$ cat src/rtl/hyperbus_pkg.sv
// Shared types for the HyperBus controller blocks.
package hyperbus_pkg;

  // Receive upsizer control states: waiting for a command, or packing words.
  typedef enum logic {
    Idle    = 1'b0,
    Collect = 1'b1
  } hyper_rx_upsizer_state_t;

endpackage

$ cat src/rtl/hyperbus_rx_upsizer.sv
// Packs the 16-bit PHY read stream into DataWidth-wide output beats.
// Each beat carries per-byte strobes, a sticky error, and a burst-last flag.
// The first beat may start at any lane. Lanes that were never written read as zero.
module hyperbus_rx_upsizer
  import hyperbus_pkg::*;
#(
  parameter int DataWidth = 64,
  parameter int LenWidth  = 16
) (
  input  logic                       clk_i,
  input  logic                       rst_ni,
  input  logic                       cmd_valid_i,
  output logic                       cmd_ready_o,
  input  logic [$clog2(DataWidth/16)-1:0] cmd_offset_i,
  input  logic [LenWidth-1:0]        cmd_len_i,
  input  logic                       rx_valid_i,
  output logic                       rx_ready_o,
  input  logic [15:0]                rx_data_i,
  input  logic                       rx_error_i,
  input  logic                       rx_last_i,
  output logic                       out_valid_o,
  input  logic                       out_ready_i,
  output logic [DataWidth-1:0]       out_data_o,
  output logic [DataWidth/8-1:0]     out_strb_o,
  output logic                       out_error_o,
  output logic                       out_last_o
);

  localparam int NumLanes     = DataWidth / 16;
  localparam int LaneIdxWidth = $clog2(NumLanes);
  localparam int StrbWidth    = DataWidth / 8;

  hyper_rx_upsizer_state_t r_state, w_state_next;

  logic [LaneIdxWidth-1:0] r_lane;
  logic [LenWidth-1:0]     r_cnt;
  logic [LenWidth-1:0]     r_len;
  logic [DataWidth-1:0]    r_acc_data;
  logic [StrbWidth-1:0]    r_acc_strb;
  logic                    r_acc_err;
  logic                    r_out_valid;
  logic [DataWidth-1:0]    r_out_data;
  logic [StrbWidth-1:0]    r_out_strb;
  logic                    r_out_err;
  logic                    r_out_last;

  logic                    w_rx_ready;
  logic                    w_rx_hs;
  logic [LenWidth-1:0]     w_cnt_next;
  logic                    w_len_hit;
  logic                    w_final;
  logic                    w_beat_done;
  logic                    w_beat_err;
  logic [DataWidth-1:0]    w_merge_data;
  logic [StrbWidth-1:0]    w_merge_strb;

  // Accepting a word needs the output register to be free, or to drain in the same cycle.
  assign w_rx_ready  = (r_state == Collect) && (!r_out_valid || out_ready_i);
  assign w_rx_hs     = rx_valid_i && w_rx_ready;
  assign w_cnt_next  = r_cnt + LenWidth'(1);
  assign w_len_hit   = (w_cnt_next == r_len);
  assign w_final     = w_rx_hs && (rx_last_i || w_len_hit);
  assign w_beat_done = w_rx_hs && ((r_lane == LaneIdxWidth'(NumLanes - 1)) || rx_last_i || w_len_hit);
  // The PHY's last flag and the length count must agree. Either one arriving alone is a truncated or overrun burst.
  assign w_beat_err  = r_acc_err || rx_error_i || (rx_last_i != w_len_hit);

  // Overlay the incoming word on the accumulator so a completing beat includes it.
  always_comb begin
    w_merge_data = r_acc_data;
    w_merge_strb = r_acc_strb;
    w_merge_data[16*r_lane +: 16] = rx_data_i;
    w_merge_strb[2*r_lane +: 2]   = 2'b11;
  end

  // Next state and handshake readiness.
  always_comb begin
    w_state_next = r_state;
    cmd_ready_o  = 1'b0;
    rx_ready_o   = 1'b0;
    case (r_state)
      Idle: begin
        cmd_ready_o = 1'b1;
        if (cmd_valid_i) w_state_next = Collect;
      end
      Collect: begin
        rx_ready_o = w_rx_ready;
        if (w_final) w_state_next = Idle;
      end
      default: w_state_next = Idle;
    endcase
  end

  // State register.
  always_ff @(posedge clk_i or negedge rst_ni) begin
    if (!rst_ni) r_state <= Idle;
    else         r_state <= w_state_next;
  end

  // Burst bookkeeping and the partial-beat accumulator.
  always_ff @(posedge clk_i or negedge rst_ni) begin
    if (!rst_ni) begin
      r_lane     <= '0;
      r_cnt      <= '0;
      r_len      <= '0;
      r_acc_data <= '0;
      r_acc_strb <= '0;
      r_acc_err  <= 1'b0;
    end else if (r_state == Idle && cmd_valid_i) begin
      r_lane     <= cmd_offset_i;
      r_cnt      <= '0;
      r_len      <= cmd_len_i;
      r_acc_data <= '0;
      r_acc_strb <= '0;
      r_acc_err  <= 1'b0;
    end else if (w_rx_hs) begin
      r_cnt <= w_cnt_next;
      if (w_beat_done) begin
        r_lane     <= '0;
        r_acc_data <= '0;
        r_acc_strb <= '0;
        r_acc_err  <= 1'b0;
      end else begin
        r_lane     <= r_lane + LaneIdxWidth'(1);
        r_acc_data <= w_merge_data;
        r_acc_strb <= w_merge_strb;
        r_acc_err  <= r_acc_err || rx_error_i;
      end
    end
  end

  // Output register. A completing beat reloads it even while it drains, so there is no bubble.
  always_ff @(posedge clk_i or negedge rst_ni) begin
    if (!rst_ni) begin
      r_out_valid <= 1'b0;
      r_out_data  <= '0;
      r_out_strb  <= '0;
      r_out_err   <= 1'b0;
      r_out_last  <= 1'b0;
    end else if (w_beat_done) begin
      r_out_valid <= 1'b1;
      r_out_data  <= w_merge_data;
      r_out_strb  <= w_merge_strb;
      r_out_err   <= w_beat_err;
      r_out_last  <= w_final;
    end else if (out_ready_i) begin
      r_out_valid <= 1'b0;
    end
  end

  assign out_valid_o = r_out_valid;
  assign out_data_o  = r_out_data;
  assign out_strb_o  = r_out_strb;
  assign out_error_o = r_out_err;
  assign out_last_o  = r_out_last;

endmodule
$ cat config.mk
export PLATFORM = sky130hd
export DESIGN_NAME = hyperbus_rx_upsizer
export DESIGN_NICKNAME = d
export VERILOG_FILES = /design/src/rtl/hyperbus_pkg.sv /design/src/rtl/hyperbus_rx_upsizer.sv
export SDC_FILE = /design/constraint.sdc
export NUM_CORES = 1
export LEC_CHECK = 0
export ABC_AREA = 1
export CELL_PAD_IN_SITES_DETAIL_PLACEMENT = 0
export CELL_PAD_IN_SITES_GLOBAL_PLACEMENT = 1
export CORE_MARGIN = 5
export CORE_UTILIZATION = 40
export CTS_BUF_LIST = sky130_fd_sc_hd__clkbuf_16
export DETAILED_ROUTE_END_ITERATION = 16
export GPL_TIMING_DRIVEN = 0
export PLACE_DENSITY_LB_ADDON = 0.15
export SKIP_LAST_GASP = 1
export SLEW_MARGIN = 5
export SYNTH_ARGS = -nofsm -noshare
export SYNTH_HDL_FRONTEND = slang
export SYNTH_SLANG_ARGS = --single-unit
$ cat constraint.sdc
create_clock -name clk_i -period 5.3 [get_ports clk_i]
set_input_delay 0.53 -clock clk_i [delete_from_list [all_inputs] [get_ports clk_i]]
set_output_delay 0.53 -clock clk_i [all_outputs]
set_load 0.01 [all_outputs]
After elaboration in Yosys (flattened, before gate mapping). Index checks and enable logic that the tools add are counted.

RAM bits: 0. Memory bits (read-only): 0. Memories: 0. Input port bits: 41. Word-level logic and storage cells: 61. Bits in latches: 0. Register bits after elaboration: 183.

Divide/modulo/power cells: 0. Add/sub/neg operators: 4. Equality and inequality tests: 3. Bitwise gates (word level): 1. $mul: 0. Shifts and indexed selects: 4. Muxes and demuxes: 23. $lt $le $gt $ge: 0. Reduce and logical (&&, ||, !) cells: 14.

Operators with widths (number): 64-bit 2-to-1 mux (3); 64-bit bitwise mux (1); 16-bit by 34-bit variable shift with 64-bit output, first input constant (1); 16-bit by 34-bit indexed part select with 64-bit output (1); 3-bit negation with 34-bit output (1); 6-bit negation with 34-bit output (1); 2-bit by 34-bit variable shift with 8-bit output, first input constant (1); 2-bit by 34-bit indexed part select with 8-bit output, first input constant (1); 16-bit 2-to-1 mux (2); 8-bit 2-to-1 mux (3); 16-bit by 1-bit adder with 16-bit output, second input constant (1); 16-bit equality test (1); 1-bit 2-to-1 mux (9); 8-bit bitwise mux (1); 1-bit logical OR (6); 2-bit 2-to-1 mux (3); 1-bit logical AND (5); 2-bit nonzero test (2); 2-bit by 1-bit adder with 2-bit output, second input constant (1); 2-bit equality test, second input constant (1); 1-bit case mux with 2 select lines (1); 1-bit logical NOT (1); 1-bit != test (1); 1-bit inverter (1).

Logic depth before layout (Yosys ltp).
Depth after elaboration: 8. Gate-level depth with buffers: 18. Mapped depth without buffers: 16.

Least setup slack after synthesis. No wires, ideal clock.

Kind: register -> register. Start: reg r_cnt[0]. End: reg r_out_data[14], in the netlist out_data_o[14]. Stages on the path, launching flop included: 19. Path buffers: 2. Period minus slack after synthesis: 2192 ps. Setup time: 117 ps. Arrival time: 2075 ps. Slack: 3108 ps. Cells stage by stage: dfrtp_1 ha_1 nand2_1 nor2_4 nand2_2 nor2_1 nand2_1 nand2_1 nand2_1 nand2_1 nand2_1 nor2_2 nand3_4 nand2_2 nand2_1 buf_6 buf_6 nand2_1 nand2_1.

Longest elaborated chain between the ends: 4.

Ends and longest elaborated chain: from (decl) (line hyperbus_rx_upsizer.sv:36) `logic [LenWidth-1:0] r_cnt;`; from (signal assigned) (line hyperbus_rx_upsizer.sv:116) `r_cnt <= w_cnt_next;`; 16-bit by 1-bit adder with 16-bit output (line hyperbus_rx_upsizer.sv:60) `assign w_cnt_next = r_cnt + LenWidth'(1);`; 16-bit equality test (line hyperbus_rx_upsizer.sv:61) `assign w_len_hit = (w_cnt_next == r_len);`; 1-bit logical OR (line hyperbus_rx_upsizer.sv:63) `assign w_beat_done = w_rx_hs && ((r_lane == LaneIdxWidth'(NumLanes - 1)) || rx_last_i || w_len_hit);`; 1-bit logical AND (line hyperbus_rx_upsizer.sv:63); to (signal assigned) (line hyperbus_rx_upsizer.sv:141) `r_out_data <= w_merge_data;`; to (decl) (line hyperbus_rx_upsizer.sv:42) `logic [DataWidth-1:0] r_out_data;`.

No other way between the ends. A chain may end at the register's enable or synchronous reset.

Worst setup path after layout.
Start: reg r_cnt[0]. End: reg r_out_data[37], in the netlist out_data_o[37].

The elaborated chain is that of the path after synthesis.

==> run summary <==
The run finished with clean final reports. Across all setup checks in the final design, the least slack found is 2490 ps. The worst setup path is launched from a flip-flop.

In this run, CTS created clock tree buffers numbering 17. The initial cell density of the core is 0.404. TritonCTS built the clock tree.

Using the TritonRoute via totals, the vias-per-cell ratio works out to 5.18. The slew at the pin with the worst max-slew slack works out to 752 ps. The logs give 10900 um2 for the final standard cell area without fillers and 109 for the maximum number of pins on one net before global-route repair.

The count of buffer and inverter cells on the critical path is 2. Number of antenna violations at the first check in global routing: 0. Among all stages on the critical path, the largest delay is contributed by sky130_fd_sc_hd__dfrtp_1. In this run the count of I/O pins placed on the die edge is 118. The number of endpoints failing setup at the final stage is 0. The total vias in the final route was 7679; the number of I/O port buffers was 117.

Summed over all cells, the static leakage comes to 5.11 nW. In this design, the critical path's most frequently occurring cell is sky130_fd_sc_hd__nand2_1. The met1 global-route usage is 0.329, and the overall overflow remaining after global route is 0. After clock tree synthesis, the clock-pin slew on the worst setup and hold paths is 80 ps. The run gives 21800 um2 as the total core area. For the global-route wire length before repair, the log shows 41800 um. The clock latency on the worst-skew pair was 440 ps; the ratio of cells with drive above 1 in the final layout was 0.0540. The logs give 51.7 ps for the final hold slack and 0 for the number of hold buffers added after CTS. The maximum clock skew at final layout was 9.94 ps. The synthesized netlist net count was 1100. In this run the most used layer during global routing was met1. The run gives 0.320 as the global routing usage on met2.

The initial detailed-routing violation count came out at 599. In the final design database the tool counted 1237 nets. The global-route usage over all layers came out at 0.215. The dominant register cell in the synthesized netlist was sky130_fd_sc_hd__dfrtp_1. The synthesized design contains 183 register bits. The logs give 0 for the post-CTS setup buffer count and 10300 um2 for the standard cell area after detailed placement.

By startpoint and endpoint, the worst setup path is classified as flip-flop to flip-flop. The part of the cycle the worst path needs works out to 0.531. The mean area per synthesized cell is 8.34 um2, and the number of different library cells in the post-synthesis netlist is 34. The placer congestion estimate is 0.865. The tree built by TritonCTS fans out to 183 sinks. The HPWL after detailed placement is 19000 um.

The post-synthesis async set-or-reset flop share came out at 1.00. For this run, the top clock speed supported by timing is 0.355 GHz. The worst slack after detailed placement came out at 2050 ps.

The worst hold path belongs to the class input port to asynchronous set/reset pin. Yosys mapped a number of flops with a built-in enable equal to 0. The final hold violation count is 0, and the shortest period the worst path allows is 2810 ps. The tools report the sequential fraction of the synthesis area as 0.521. The total standard cell area after synthesis was 8780 um2; the required time of the critical path was 5680 ps. Counting along the longest clock path gives a buffer depth of 2. In this run the vertical extent of the chip is 158 um. STA classifies the critical path endpoint as a flip-flop.

The largest single stage delay on the critical path is 430 ps. Traced cell by cell, the critical path runs through ha_1 -> nand2_1 -> nor2_4 -> nand2_2 -> nor2_1 -> nand2_1 -> nand2_1 -> nand2_1 -> nand2_1 -> nand2_1 -> nor2_2 -> nand3_4 -> nand2_2 -> buf_4 -> buf_4 -> nand3_1 -> nand2_1. The total detailed-routing wirelength was 26400 um. For the number of violations of the max-capacitance limit, the log shows 0.

Yosys printed 0 warnings. Compared with the post-synthesis result, the final layout area differs by 24.4%. The floorplan has 54 rows. The kind of cell with the highest combined delay along the critical path is simple AND/OR/NAND/NOR gates. The tools report the final antenna-violating net count as 0. The area enclosed by the die boundary came out at 25000 um2.

Setup repair after global routing left no endpoint under its margin. In this run the horizontal extent of the chip is 158 um. Data on the critical path arrives at its endpoint at 3190 ps. After detailed routing, the number of remaining DRC violations is 0. The repair_antennas step left the layout with diodes totalling 0.

The worst supply voltage drop on vdd was 0.000194 V. In this run the critical register-to-register path is launched from r_cnt[0]. Clock tree synthesis selected as its root buffer the cell sky130_fd_sc_hd__clkbuf_16. The logs give 7583 for the number of global-route vias before repair and 0.498 for the normalized max-slew margin.

The met3 track demand over resource in global routing is 0.0394, and the number of H-tree branching levels is 4. The count of pins over their slew limit is 0. Synthesis produced 1053 cells. The critical path starts at r_cnt[0].

For the total iterations of the first detailed-routing run, the log shows 5. The average detailed-routed wire length per instance was 17.8 um; the power per unit of standard cell area was 481 nW/um2. Of all nets on the critical path, the largest fanout is 10.

Post-cts repair resize count: 0.
-- layout by cell type (no fill, tap or decap), types with 4 or more instances in the layout --
cell type	netlist	layout
sky130_fd_sc_hd__nand2_1	314	314
sky130_fd_sc_hd__dfrtp_1	183	183
sky130_fd_sc_hd__clkdlybuf4s50_1	0	116
sky130_fd_sc_hd__inv_1	86	86
sky130_fd_sc_hd__o21ai_0	86	86
sky130_fd_sc_hd__nor2_1	65	65
sky130_fd_sc_hd__nand3b_1	59	59
sky130_fd_sc_hd__nand3_1	55	55
sky130_fd_sc_hd__clkbuf_1	38	38
sky130_fd_sc_hd__a22oi_1	32	32
sky130_fd_sc_hd__a21oi_1	30	30
sky130_fd_sc_hd__nand4_1	25	25
sky130_fd_sc_hd__o22ai_1	20	20
sky130_fd_sc_hd__clkbuf_16	0	17
sky130_fd_sc_hd__buf_4	7	7
sky130_fd_sc_hd__buf_6	6	6
sky130_fd_sc_hd__ha_1	6	6
sky130_fd_sc_hd__mux2_2	5	5
sky130_fd_sc_hd__inv_6	0	5
sky130_fd_sc_hd__o21ai_1	4	4
sky130_fd_sc_hd__buf_2	4	4
sky130_fd_sc_hd__clkinv_1	3	4
-- path summary, 6_finish.rpt --
check	end	slack, ps	cells after the start
min in group clk_i	out_strb_o[7]	470	2
setup / recovery	out_data_o[37]	2490	17
max in group asynchronous	r_acc_data[27]	4280	2
hold / removal	r_len[12]	50	1
hold reg to reg	out_strb_o[7]	470	2
setup reg to reg	out_data_o[37]	2490	17
-- Yosys cell counts (3+ instances only) --
master                     number  share of area
sky130_fd_sc_hd__a21oi_1       30          0.017
sky130_fd_sc_hd__a22oi_1       32          0.027
sky130_fd_sc_hd__buf_1          3         0.0013
sky130_fd_sc_hd__buf_2          4         0.0023
sky130_fd_sc_hd__buf_4          7         0.0060
sky130_fd_sc_hd__buf_6          6         0.0077
sky130_fd_sc_hd__clkbuf_1      38          0.016
sky130_fd_sc_hd__clkinv_1       3         0.0013
sky130_fd_sc_hd__dfrtp_1      183           0.52
sky130_fd_sc_hd__ha_1           6         0.0085
sky130_fd_sc_hd__inv_1         86          0.037
sky130_fd_sc_hd__mux2_2         5         0.0064
sky130_fd_sc_hd__nand2_1      314           0.13
sky130_fd_sc_hd__nand3_1       55          0.031
sky130_fd_sc_hd__nand3b_1      59          0.050
sky130_fd_sc_hd__nand4_1       25          0.018
sky130_fd_sc_hd__nor2_1        65          0.028
sky130_fd_sc_hd__nor2_2         3         0.0021
sky130_fd_sc_hd__o21ai_0       86          0.049
sky130_fd_sc_hd__o21ai_1        4         0.0023
sky130_fd_sc_hd__o22ai_1       20          0.014
sky130_fd_sc_hd__xor2_1         3         0.0030
-- per-layer routing --
layer / part of all wire / vias to the layer above
met1: 0.50 / 3696
met3: 0.059 / 23
li1: - / 3751
met5: 0 / -
met4: 0.010 / 0
met2: 0.43 / 209
-- power breakdown --
| part | internal (mW) | total [mW] | switching, mW |
|---|---|---|---|
| Clock | 0.708 | 1.32 | 0.611 |
| Sequential | 1.72 | 1.93 | 0.204 |
| Combinational | 0.769 | 2.01 | 1.25 |
-- worst register-to-register path, cell delays in order (launching register included) --
cell and delay (ps):
sky130_fd_sc_hd__dfrtp_1 430, sky130_fd_sc_hd__ha_1 230, sky130_fd_sc_hd__nand2_1 100, sky130_fd_sc_hd__nor2_4 240, sky130_fd_sc_hd__nand2_2 130, sky130_fd_sc_hd__nor2_1 90, sky130_fd_sc_hd__nand2_1 70, sky130_fd_sc_hd__nand2_1 80
sky130_fd_sc_hd__nand2_1 70, sky130_fd_sc_hd__nand2_1 60, sky130_fd_sc_hd__nand2_1 60, sky130_fd_sc_hd__nor2_2 150, sky130_fd_sc_hd__nand3_4 160, sky130_fd_sc_hd__nand2_2 150, sky130_fd_sc_hd__buf_4 250, sky130_fd_sc_hd__buf_4 220
sky130_fd_sc_hd__nand3_1 150, sky130_fd_sc_hd__nand2_1 110
-- final cells by class --
type	count	area, um2
fill	2144	10800
tap	280	350
clock inverter	15	166
buffer	59	299
inverter	89	334
multi-input combinational	722	3570
sequential	183	4580
timing repair buffer	118	1200
clock buffer	17	425
-- state kept, by name, indices dropped and copies added, names as in the netlist --
name         flops
out_data_o      64
r_acc_data      64
r_cnt           16
r_len           16
out_strb_o       8
r_acc_strb       8
r_lane           2
out_error_o      1
out_last_o       1
out_valid_o      1
r_acc_err        1
r_state          1
-- per-stage QoR --
step                instances   util  power [mW]  TNS, ps
floorplan                1053      -        3.08        0
global placement         1450  0.474        3.95  -803190
detailed placement       1451  0.475        3.96        0
CTS                      1483  0.502        5.29        0
global route             1483  0.502        5.61        0
finish                   1483  0.502        5.26        0
-- cell families (layout without fill, tap and decap cells) --
kind of cell | Yosys count | after routing | share of synthesized area
multiplexers | 5 | 5 | 0.00641
AND/OR/NAND/NOR | 529 | 529 | 0.272
buffers and inverters | 148 | 298 | 0.0721
XOR/XNOR | 4 | 4 | 0.00399
adder cells (fa/ha/maj) | 6 | 6 | 0.00855
AO/OA/AOI/OAI | 178 | 178 | 0.116
flip-flops | 183 | 183 | 0.521
No activity file was read; power rests on OpenSTA's default activity.
